File: src/rtl/calc_key_entry.sv
// Keypad calculator front end: registers the first pressed key, then runs the
// A / operator / B / '=' entry FSM with add, subtract, multiply and iterative divide.
module calc_key_entry #(
  parameter int unsigned DIGITS = 4,
  parameter int unsigned WIDTH  = 14
) (
  input  logic             clk,
  input  logic             rst_n,
  input  logic [15:0]      key_pulse,
  output logic             key_valid,
  output logic [3:0]       key_code,
  output logic [WIDTH-1:0] disp_value,
  output logic             disp_neg,
  output logic             disp_err,
  output logic             busy
);

  localparam int unsigned LIM = 10**DIGITS - 1;
  localparam int unsigned CW  = $clog2(DIGITS + 1);
  localparam int unsigned DW  = $clog2(WIDTH);
  localparam logic [2*WIDTH-1:0] LIM_W = (2*WIDTH)'(LIM);

  typedef enum logic [2:0] {S_A, S_OP, S_B, S_CALC, S_RES, S_ERR} state_t;
  typedef enum logic [1:0] {OP_ADD, OP_SUB, OP_MUL, OP_DIV} op_t;

  state_t           state;
  op_t              op_r;
  logic [WIDTH-1:0] a_r, b_r, quo_r, rem_r;
  logic [CW-1:0]    cnt_r;
  logic [DW-1:0]    div_cnt;
  logic             div_run;

  logic [3:0] first_idx;
  logic       found;
  always_comb begin
    first_idx = '0;
    found     = 1'b0;
    for (int unsigned i = 0; i < 16; i++) begin
      if (key_pulse[i] && !found) begin
        first_idx = 4'(i);
        found     = 1'b1;
      end
    end
  end

  logic       is_digit, is_op, is_clr, is_eq;
  logic [3:0] digit;
  op_t        key_op;
  always_comb begin
    is_digit = 1'b0;
    is_op    = 1'b0;
    is_clr   = 1'b0;
    is_eq    = 1'b0;
    digit    = '0;
    key_op   = OP_ADD;
    case (key_code)
      4'd0:  begin is_digit = 1'b1; digit = 4'd1; end
      4'd1:  begin is_digit = 1'b1; digit = 4'd2; end
      4'd2:  begin is_digit = 1'b1; digit = 4'd3; end
      4'd3:  begin is_op = 1'b1; key_op = OP_ADD; end
      4'd4:  begin is_digit = 1'b1; digit = 4'd4; end
      4'd5:  begin is_digit = 1'b1; digit = 4'd5; end
      4'd6:  begin is_digit = 1'b1; digit = 4'd6; end
      4'd7:  begin is_op = 1'b1; key_op = OP_SUB; end
      4'd8:  begin is_digit = 1'b1; digit = 4'd7; end
      4'd9:  begin is_digit = 1'b1; digit = 4'd8; end
      4'd10: begin is_digit = 1'b1; digit = 4'd9; end
      4'd11: begin is_op = 1'b1; key_op = OP_MUL; end
      4'd12: is_clr = 1'b1;
      4'd13: begin is_digit = 1'b1; digit = 4'd0; end
      4'd14: is_eq = 1'b1;
      default: begin is_op = 1'b1; key_op = OP_DIV; end
    endcase
  end

  logic [WIDTH-1:0]   acc_a, acc_b, digit_w;
  logic [2*WIDTH-1:0] sum_w, prod_w;
  logic [WIDTH:0]     div_trial;
  logic               div_ge;
  logic [WIDTH-1:0]   rem_next, quo_next;
  logic               can_acc_a, can_acc_b;
  always_comb begin
    digit_w   = WIDTH'(digit);
    acc_a     = WIDTH'(a_r * 10 + digit_w);
    acc_b     = WIDTH'(b_r * 10 + digit_w);
    // a leading zero on an empty operand consumes no digit slot
    can_acc_a = (cnt_r < CW'(DIGITS)) && !(digit == 4'd0 && a_r == '0);
    can_acc_b = (cnt_r < CW'(DIGITS)) && !(digit == 4'd0 && b_r == '0);
    sum_w     = (2*WIDTH)'(a_r) + (2*WIDTH)'(b_r);
    prod_w    = (2*WIDTH)'(a_r) * (2*WIDTH)'(b_r);
    div_trial = {rem_r, quo_r[WIDTH-1]};
    div_ge    = div_trial >= {1'b0, b_r};
    rem_next  = div_ge ? WIDTH'(div_trial - {1'b0, b_r}) : div_trial[WIDTH-1:0];
    quo_next  = {quo_r[WIDTH-2:0], div_ge};
  end

  always_ff @(posedge clk or negedge rst_n) begin
    if (!rst_n) begin
      state      <= S_A;
      op_r       <= OP_ADD;
      a_r        <= '0;
      b_r        <= '0;
      quo_r      <= '0;
      rem_r      <= '0;
      cnt_r      <= '0;
      div_cnt    <= '0;
      div_run    <= 1'b0;
      key_valid  <= 1'b0;
      key_code   <= '0;
      disp_value <= '0;
      disp_neg   <= 1'b0;
      disp_err   <= 1'b0;
      busy       <= 1'b0;
    end else begin
      key_valid <= |key_pulse;
      if (|key_pulse) key_code <= first_idx;

      if (key_valid && is_clr) begin
        state      <= S_A;
        a_r        <= '0;
        b_r        <= '0;
        cnt_r      <= '0;
        div_run    <= 1'b0;
        disp_value <= '0;
        disp_neg   <= 1'b0;
        disp_err   <= 1'b0;
        busy       <= 1'b0;
      end else begin
        case (state)
          S_A: if (key_valid) begin
            if (is_digit && can_acc_a) begin
              a_r        <= acc_a;
              cnt_r      <= cnt_r + CW'(1);
              disp_value <= acc_a;
            end else if (is_op) begin
              op_r  <= key_op;
              state <= S_OP;
            end
          end
          S_OP: if (key_valid) begin
            if (is_digit) begin
              b_r        <= digit_w;
              cnt_r      <= CW'(digit != 4'd0);
              disp_value <= digit_w;
              state      <= S_B;
            end else if (is_op) begin
              op_r <= key_op;
            end
          end
          S_B: if (key_valid) begin
            if (is_digit && can_acc_b) begin
              b_r        <= acc_b;
              cnt_r      <= cnt_r + CW'(1);
              disp_value <= acc_b;
            end else if (is_eq) begin
              state <= S_CALC;
              busy  <= 1'b1;
            end
          end
          S_CALC: if (!div_run) begin
            case (op_r)
              OP_ADD, OP_MUL: begin
                busy <= 1'b0;
                if (((op_r == OP_ADD) ? sum_w : prod_w) > LIM_W) begin
                  state      <= S_ERR;
                  disp_value <= '0;
                  disp_err   <= 1'b1;
                end else begin
                  state      <= S_RES;
                  disp_value <= WIDTH'((op_r == OP_ADD) ? sum_w : prod_w);
                end
              end
              OP_SUB: begin
                busy       <= 1'b0;
                state      <= S_RES;
                disp_value <= (a_r >= b_r) ? a_r - b_r : b_r - a_r;
                disp_neg   <= a_r < b_r;
              end
              default: begin
                if (b_r == '0) begin
                  busy       <= 1'b0;
                  state      <= S_ERR;
                  disp_value <= '0;
                  disp_err   <= 1'b1;
                end else begin
                  div_run <= 1'b1;
                  div_cnt <= '0;
                  quo_r   <= a_r;
                  rem_r   <= '0;
                end
              end
            endcase
          end else begin
            // restoring divide: one quotient bit per cycle, MSB first
            quo_r   <= quo_next;
            rem_r   <= rem_next;
            div_cnt <= div_cnt + DW'(1);
            if (div_cnt == DW'(WIDTH - 1)) begin
              div_run    <= 1'b0;
              busy       <= 1'b0;
              state      <= S_RES;
              disp_value <= quo_next;
            end
          end
          S_RES: if (key_valid) begin
            if (is_digit) begin
              a_r        <= digit_w;
              cnt_r      <= CW'(digit != 4'd0);
              disp_value <= digit_w;
              disp_neg   <= 1'b0;
              state      <= S_A;
            end else if (is_op && !disp_neg) begin
              a_r   <= disp_value;
              op_r  <= key_op;
              state <= S_OP;
            end
          end
          default: ;
        endcase
      end
    end
  end

endmodule

File: config.mk
export PLATFORM = sky130hd
export DESIGN_NAME = calc_key_entry
export DESIGN_NICKNAME = d
export VERILOG_FILES = /design/src/rtl/calc_key_entry.sv
export SDC_FILE = /design/constraint.sdc
export NUM_CORES = 1
export LEC_CHECK = 0
export CAP_MARGIN = 20
export CORE_MARGIN = 5
export CORE_UTILIZATION = 40
export DETAILED_ROUTE_END_ITERATION = 10
export SLEW_MARGIN = 40
export SYNTH_ARGS = -nofsm -noshare
export SYNTH_HDL_FRONTEND = slang
export SYNTH_SLANG_ARGS = --single-unit
File: constraint.sdc
create_clock -name clk -period 9.1 [get_ports clk]
set_input_delay 1.365 -clock clk [delete_from_list [all_inputs] [get_ports clk]]
set_output_delay 1.365 -clock clk [all_outputs]
set_load 0.02 [all_outputs]
==> impl_summary.log <==
INFO  metric floorplan.die_area = 44900 sq um
INFO  metric post_synth.cell_area_avg = 7.93 sq um
INFO  metric synth.lib_cells_used.distinct = 86
INFO  metric crit_fanout = 12
INFO  metric cts_setup_buffers = 0
INFO  metric unrepaired_setup_endpoints_after_global_routing = false
INFO  metric die_width = 212 um
INFO  metric clock_path_buffers = 2
INFO  metric netlist.top_cell.by_area = fa_1
INFO  metric post-route-worst-setup-slack = 1.11 ns
INFO  metric worstSetupEndpointType = register
INFO  metric timing_worst_slew_pin_value = 0.833 ns
INFO  metric top_level_ports = 40
INFO  metric avgRoutedWirePerCell = 23.2 um
INFO  metric grt_use_total = 26.5%
INFO  metric yosysSeqAreaShare = 14.0%
INFO  metric routed_via_count_divided_by_cell_count = 5.89
INFO  metric final_design_area_no_fill = 17700 sq um
INFO  metric grt_first_pass_wirelength = 91600 um
INFO  metric standard_cell_row_count = 74
INFO  metric worst_slew_margin_rel = 44.5%
INFO  metric syn2layout_area_growth = 8.20%
INFO  metric core-area = 40600 sq um
INFO  metric setup-violations-final = 0
INFO  metric filler_cell_count = 4139
INFO  metric outcome = complete, no violations
INFO  metric first_global_vias = 14900
INFO  metric synthTopCellsByArea = fa_1 18%, ha_1 15%, dfrtp_1 14%
INFO  metric postRouteWirelength = 60100 um
INFO  metric placement.setup.worst_slack = 1.28 ns
INFO  metric hold_violations = 0
INFO  metric vias = 15200
INFO  metric synth_seq_cells = 91
INFO  metric critPathKind = register to register
INFO  metric ratio_of_final_minimum_period_to_clock_period = 87.9%
INFO  metric peakVddDrop = 172 uV
INFO  metric synthCells = 2057
INFO  metric finish.utilization = 43.5%
INFO  metric final_antenna_net_count = 0
INFO  metric drive_above_1_share = 4.57%
INFO  metric timing.max_cap.violations = 0
INFO  metric power_density = 360 nW/um^2
INFO  metric crit-reg2reg-launch = b_r[3]
INFO  metric synth_largest_type_area_fraction = 18.3%
INFO  metric synth_fp_nets = 2418
INFO  metric cts_root_buffer = clkbuf_16
INFO  metric layout_commonest_cell = nand2_1
INFO  metric dr.pass1.iters = 6
INFO  metric grt_max_degree = 60
INFO  metric hold_path.class = register to register
INFO  metric synth_edf_count = 0
INFO  metric ys_warn_count = 0
INFO  metric finalNetCount = 2411
INFO  metric grt_antenna_before_repair = 2
INFO  metric reg2reg_setup_slack = 1.11 ns
INFO  metric cts_num_sinks = 91
INFO  metric fin_skew = 0.0142 ns
INFO  metric detailedRoute.firstIterationViolations = 1612
INFO  metric total_leakage_power = 8.57 nW
INFO  metric worstSkewPairLatency = 0.37 ns
INFO  metric final_max_tran_viols = 0
INFO  metric timing.critical_path.required = 9.35 ns
INFO  metric fmaxAchievable = 125 MHz
INFO  metric synth-main-ff-cell = dfrtp_1
INFO  metric final_period_minus_worst_setup_slack = 7.99 ns
INFO  metric timing.rr.end = disp_value[8]
INFO  metric cp-start-kind = register
INFO  metric r2r_cells = 23
INFO  metric floorplan.initialDensity = 40.2%
INFO  metric portbufs = 39
INFO  metric globalRouteOverflowTotal = 0
INFO  metric totalNegativeSetupSlack = 0 ns
INFO  metric cts_resized = 0
INFO  metric worst_ep_arrival_time = 8.25 ns
INFO  metric ys_async_sr_fraction = 100%
INFO  metric cts_tree = built
INFO  metric endpoint = disp_value[8]
INFO  metric setup.worst_path.start = b_r[3]
INFO  metric post-route-drc-count = 0
INFO  metric holdBufCountCts = 0
INFO  metric finalWeightedCongestion = 1.02
INFO  metric layout.cells.most_common_list = 244 x nand2_1, 228 x inv_1, 220 x nor2_1, 194 x ha_1, 149 x fa_1
INFO  metric cts-htree-levels = 3
INFO  metric synth.cell_area = 16300 sq um
INFO  metric postPlaceCellArea = 17300 sq um
INFO  metric clk_pin_slew = 0.08 ns
INFO  metric numCtsBuffers = 9
INFO  metric post_dp_hpwl = 48700 um
INFO  metric die_h = 212 um
## per-layer routing
| layer | global-route usage, % | part of all wire (%) | vias to the layer above |
|---|---|---|---|
| met3 | 3.17 | 6.8 | 145 |
| met2 | 40.9 | 44 | 647 |
| met1 | 37.2 | 43 | 7466 |
| met4 | 12.4 | 5.5 | 2 |
| li1 | - | - | 6983 |
| met5 | 0 | 0.022 | - |
## worst max-delay path: stages, from the launching register on
cell	delay (ns)
dfrtp_1	0.65
clkinv_1	0.49
nor2_1	0.27
fa_1	0.44
inv_1	0.08
fa_1	0.41
inv_1	0.09
fa_1	0.45
fa_1	0.52
fa_1	0.55
inv_1	0.05
fa_1	0.52
inv_1	0.04
ha_1	0.38
nand2_1	0.08
o21ai_1	0.40
mux2_2	0.40
nor4_2	0.59
nand2_1	0.14
o31ai_1	0.18
a221o_1	0.38
nor3_4	0.08
and3b_1	0.30
a221o_1	0.39
## power by group
part	switching (mW)	internal (mW)
combinational	3.33	1.89
sequential	0.221	0.500
clock	0.189	0.226
total	3.74	2.61
## layout make-up
type	count	area, sq um	share of cell area, %
inverter	243	912	5.17
clock buffer	10	239	1.35
tap	532	666	3.77
clock inverter	6	80.1	0.454
multi-input combinational	1627	12800	72.4
timing repair buffer	78	692	3.92
antenna	1	2.50	0.0142
sequential	91	2280	12.9
## cell usage after synthesis, types with 17 or more instances
cell	instances
ha_1	194
clkbuf_1	82
o21ai_0	122
dfrtp_1	91
a21oi_1	113
mux2i_1	36
a21o_1	28
fa_1	149
inv_1	228
nand3_1	39
nor2_1	222
a211oi_1	17
xor2_1	30
nor3_1	43
nor2b_1	18
nand2b_1	18
nand2_1	244
xnor2_1	43
and3_1	18
o31ai_1	17
and2_1	17
a31oi_1	18
## metrics by stage
stage	total power [mW]	hold slack, ns	cells
floorplan	4.10	0.464	2057
CTS	6.27	0.518	2587
global placement	5.79	0.483	2569
global route	6.84	0.532	2587
finish	6.35	0.515	2588
detailed placement	5.82	0.501	2571
## cell families (layout without fill, tap and decap cells)
logic type,after synthesis,after routing,share of synthesized area [%]
buffers and inverters,339,337,7.92
AOI/OAI and AO/OA,462,462,18.2
and+or+nand+nor,702,702,19.8
muxes,46,46,2.90
adders and majority gates,343,343,33.2
xor gates and xnor gates,74,74,4.06
DFF,91,91,14.0
other,0,1,0
## worst min-delay path by stage
stage | cells after the start | end | slack (ns) | startpoint
3_3_place_gp | 1 | cnt_r[1] | 0.48 | cnt_r[1]
3_5_place_dp | 1 | quo_r[0] | 0.50 | quo_r[0]
4_1_cts | 1 | quo_r[0] | 0.52 | quo_r[0]
5_1_grt | 1 | quo_r[0] | 0.53 | quo_r[0]
6_report | 1 | cnt_r[1] | 0.52 | cnt_r[1]
2_1_floorplan | 2 | rem_r[13] | 0.46 | rem_r[13]
## flip-flops by register name, summed over array words and instances (netlist names), 2 cells and up
register    cells
b_r            14
a_r            14
state           3
key_code        4
disp_value     14
quo_r          14
cnt_r           3
rem_r          14
div_cnt         4
op_r            2
No activity file was read; power rests on OpenSTA's default activity.
